### src/rtl/turn_pkg.sv
// Shared definitions for the turn-signal front end and sequencer.
// State codes are fixed so the sequencer and debug tooling can decode St.
package turn_pkg;

   localparam int STATE_W = 3;

   typedef enum logic [STATE_W-1:0] {
      S_IDLE    = 3'd0,
      S_PAIR    = 3'd1,
      S_LEFT    = 3'd2,
      S_RIGHT   = 3'd3,
      S_BOTH    = 3'd4,
      S_RELEASE = 3'd5
   } turn_state_e;

endpackage

### src/rtl/turn_debounce.sv
// One switch channel: 2-FF synchronizer feeding a stable-count debouncer.
// deb flips only after DEB_CYCLES consecutive cycles of sync != deb.
module turn_debounce #(
   parameter int DEB_CYCLES = 4
) (
   input  logic Clk,
   input  logic Rst,
   input  logic raw,
   output logic deb
);

   localparam int CW = $clog2(DEB_CYCLES + 1);

   logic [1:0]    sync_q;
   logic          deb_q, deb_d;
   logic [CW-1:0] cnt_q, cnt_d;

   // Any cycle where sync matches deb clears the count, so glitches restart it.
   always_comb begin
      deb_d = deb_q;
      cnt_d = '0;
      if (sync_q[1] != deb_q) begin
         if (cnt_q == CW'(DEB_CYCLES - 1)) deb_d = ~deb_q;
         else                             cnt_d = cnt_q + 1'b1;
      end
   end

   always_ff @(posedge Clk) begin
      if (Rst) begin
         sync_q <= '0;
         deb_q  <= 1'b0;
         cnt_q  <= '0;
      end else begin
         sync_q <= {sync_q[0], raw};
         deb_q  <= deb_d;
         cnt_q  <= cnt_d;
      end
   end

   assign deb = deb_q;

endmodule

### src/rtl/turn_input_conditioner.sv
// Debounces both turn switches and arbitrates them into clean L/R levels,
// pairing near-simultaneous presses into a hazard request.
module turn_input_conditioner
   import turn_pkg::*;
#(
   parameter int DEB_CYCLES = 4,
   parameter int PAIR_WIN   = 3
) (
   input  logic               Clk,
   input  logic               Rst,
   input  logic               L_raw,
   input  logic               R_raw,
   output logic               L,
   output logic               R,
   output logic [STATE_W-1:0] St
);

   localparam int PW = $clog2(PAIR_WIN + 1);

   logic          deb_l, deb_r;
   turn_state_e   state_q, state_d;
   logic [PW-1:0] pcnt_q, pcnt_d;

   turn_debounce #(.DEB_CYCLES(DEB_CYCLES)) u_deb_l (
      .Clk(Clk), .Rst(Rst), .raw(L_raw), .deb(deb_l)
   );

   turn_debounce #(.DEB_CYCLES(DEB_CYCLES)) u_deb_r (
      .Clk(Clk), .Rst(Rst), .raw(R_raw), .deb(deb_r)
   );

   always_ff @(posedge Clk) begin
      if (Rst) begin
         state_q <= S_IDLE;
         pcnt_q  <= '0;
      end else begin
         state_q <= state_d;
         pcnt_q  <= pcnt_d;
      end
   end

   // In PAIR the both-high check precedes the timeout, so a second side
   // arriving on the timeout cycle still yields a hazard.
   always_comb begin
      state_d = state_q;
      pcnt_d  = pcnt_q;
      case (state_q)
         S_IDLE: begin
            if (deb_l && deb_r) state_d = S_BOTH;
            else if (deb_l || deb_r) begin
               state_d = S_PAIR;
               pcnt_d  = '0;
            end
         end
         S_PAIR: begin
            if (deb_l && deb_r)                  state_d = S_BOTH;
            else if (!deb_l && !deb_r)           state_d = S_IDLE;
            else if (pcnt_q == PW'(PAIR_WIN - 1)) state_d = deb_l ? S_LEFT : S_RIGHT;
            else                                 pcnt_d  = pcnt_q + 1'b1;
         end
         S_LEFT:    if (!deb_l)            state_d = S_IDLE;
         S_RIGHT:   if (!deb_r)            state_d = S_IDLE;
         S_BOTH:    if (!deb_l || !deb_r)  state_d = S_RELEASE;
         S_RELEASE: if (!deb_l && !deb_r)  state_d = S_IDLE;
         default:                          state_d = S_IDLE;
      endcase
   end

   always_comb begin
      L  = (state_q == S_LEFT)  || (state_q == S_BOTH);
      R  = (state_q == S_RIGHT) || (state_q == S_BOTH);
      St = state_q;
   end

endmodule

### config.mk
export PLATFORM = sky130hd
export DESIGN_NAME = turn_input_conditioner
export DESIGN_NICKNAME = d
export VERILOG_FILES = /design/src/rtl/turn_pkg.sv /design/src/rtl/turn_debounce.sv /design/src/rtl/turn_input_conditioner.sv
export SDC_FILE = /design/constraint.sdc
export NUM_CORES = 1
export LEC_CHECK = 0
export CORE_MARGIN = 2
export CORE_UTILIZATION = 58
export CTS_CLUSTER_DIAMETER = 100
export DETAILED_ROUTE_END_ITERATION = 16
export GPL_ROUTABILITY_DRIVEN = 0
export PLACE_DENSITY = 0.86
export SETUP_SLACK_MARGIN = 0.4
export SYNTH_ARGS = -nofsm -noshare
export SYNTH_HDL_FRONTEND = slang
export SYNTH_SLANG_ARGS = --single-unit
### constraint.sdc
create_clock -name Clk -period 2.95 [get_ports Clk]
set_input_delay 0.7375 -clock Clk [delete_from_list [all_inputs] [get_ports Clk]]
set_output_delay 0.7375 -clock Clk [all_outputs]
set_load 0.005 [all_outputs]
==> metrics.yaml <==
place_ws_ps: 837
max_freq_mhz: 411
synth-seq-cells: 17
cts.sinks: 17
cp_max_fo: 11
max_cap_viol_count: 0
portBuffers: 8
hold_viol: 0
cts_resized: 0
fillers: 122
grt-ovfl-total: 0
setup_ws_ps: 519
diodes: 0
syn_nets: 107
synth.most_common_cell: "dfxtp_1"
p_switching_uw: 132
p_comb_frac: 0.196
cts_tree: "built"
postCtsSetupBuffers: 0
arrival_ps: 1690
antenna_found_initial: 0
rows: 14
p_int_uw: 337
boundaryPins: 9
dieWidth_um: 42.8
slew-limit-headroom: 0.673
status: "completed"
clock_latency_ps: 280
core_area_mm2: 0.00145
hold_slack_ps: 430
end_kind: "output pin"
nNetsFinal: 116
synthDistinctLibCells: 31
worstSetupPathType: "reg -> out"
rsz0062_at_grt: "no"
synth.avg_cell_area_um2: 9.30
drc: 0
async_flop_share: 0
first_global_vias: 557
cp.required_ps: 2210
cts_made_buffers: 3
area_growth_syn_to_layout_pct: 10.3
start_kind: "register"
syn_inst: 94
viasPerCell: 5.23
synth_common_cells: "dfxtp_1, nor2_1, inv_1"
path_clk_slew_ps: 100
hold_buffers: 0
fin_crit_ps: 2430
seq_area_frac_synth: 0.389
drive_above_1_share: 0.0980
synth_edf_count: 0
cts_buffer_depth: 2
leakagePower_uw: 0.000373
grt_max_degree: 15
cts_max_level: 1
fp.dieArea_mm2: 0.00183
ant_nets: 0
initial_core_util: 0.602
p_seq_frac: 0.549
dp_hpwl_um: 960
num_vias: 617
vdd_ir_drop_max_uv: 285
period_share: 0.824
hp-class: "reg -> reg"
p_per_area_mw_per_mm2: 487
worstMarginPinSlew_ps: 489
synth_top_cell_by_area: "dfxtp_1"
die_h_um: 42.8
grt_pass1_wl_mm: 2.30
synthTopCellsByArea: "dfxtp_1, ha_1, nor2b_1"
setup-tns-final_ps: 0
setup_violations: 0
yosys_most_used_dff: "dfxtp_1"
skew_ps: 2.75
synth_top_area_frac: 0.389
grt_usage: 0.166
ys_warn_count: 0
power.share.switching: 0.282
first_pass_iters: 3
route.detailed.wl_per_inst_um: 10.8
synth_area_um2: 875
power.total_uw: 469
cts_root_buf: "clkbuf_4"
drt-total-wl_mm: 1.28
drt_iter0_drc: 10
slew_violations: 0
pwr-share-clk: 0.254
[worst max-delay path, stage by stage (launching register included)]
cell and delay [ps]:
dfxtp_1 550, nand2b_1 190, mux2i_1 160, clkdlybuf4s50_1 510
[routing by layer]
layer  global-route usage  share of wire  vias up
met5                    0              0        -
met4               0.0813         0.0078        0
met3               0.0383          0.031        2
met2                0.276           0.49        8
met1                0.199           0.47      279
li1                     -              -      328
[stage by stage]
step	instance area, µm²	std cells	utilization
floorplan	875	94	-
global placement	937	114	0.645
detailed placement	937	114	0.645
CTS	965	118	0.664
global route	965	118	0.664
finish	965	118	0.664
[cell type report]
class                           instances  area, µm²  area share
Sequential cell                        17        340       0.353
Clock buffer                            3       22.5      0.0233
Timing Repair Buffer                    8       80.1      0.0830
Clock inverter                          1       5.00     0.00519
Inverter                               10       37.5      0.0389
Tap cell                               16       20.0      0.0208
Multi-Input combinational cell         63        459       0.476
[cells in the final DEF, fill, tap and decap left out, types with 2 or more instances in the layout]
cell type,netlist,layout
clkdlybuf4s50_1,0,8
clkbuf_4,0,3
mux2i_1,3,3
nand2_1,5,5
ha_1,9,9
or3_1,2,2
a21oi_1,4,4
inv_1,10,10
dfxtp_1,17,17
nor2b_1,7,7
nor2_1,11,11
xnor2_1,3,3
[cell families (layout without fill, tap and decap cells)]
| family | after synthesis | after routing | share of synthesized area |
|---|---|---|---|
| and+or+nand+nor | 35 | 35 | 0.220 |
| DFF | 17 | 17 | 0.389 |
| adders and majority gates | 9 | 9 | 0.129 |
| AOI/OAI and AO/OA | 12 | 12 | 0.0987 |
| xor gates and xnor gates | 3 | 3 | 0.0300 |
| muxes | 4 | 4 | 0.0472 |
| buffers and inverters | 14 | 22 | 0.0858 |
[flip-flops by register name, summed over array words and instances, names as in the netlist]
| name | count |
|---|---|
| pcnt_q | 2 |
| u_deb_r.deb | 1 |
| u_deb_l.deb | 1 |
| u_deb_l.cnt_q | 3 |
| u_deb_r.cnt_q | 3 |
| u_deb_l.sync_q | 2 |
| u_deb_r.sync_q | 2 |
| St | 3 |
[power by group through the flow]
| stage | Combinational, µW | Clock (µW) | Sequential [µW] |
|---|---|---|---|
| floorplan | 88.2 | 0 | 250 |
| detailed placement | 93.1 | 0 | 263 |
| global placement | 91.6 | 0 | 261 |
| global route | 102 | 137 | 261 |
| finish | 92.2 | 119 | 258 |
| CTS | 93.3 | 126 | 257 |
[final timing paths]
path	start	end	slack, ps	cells after the start
worst max register to register	u_deb_l.deb	St[2]	1280	6
worst min-delay path	u_deb_r.cnt_q[0]	u_deb_r.cnt_q[0]	430	1
worst min register to register	u_deb_r.cnt_q[0]	u_deb_r.cnt_q[0]	430	1
worst max-delay path	St[0]	R	520	3
(Power assumes the default switching activity.)
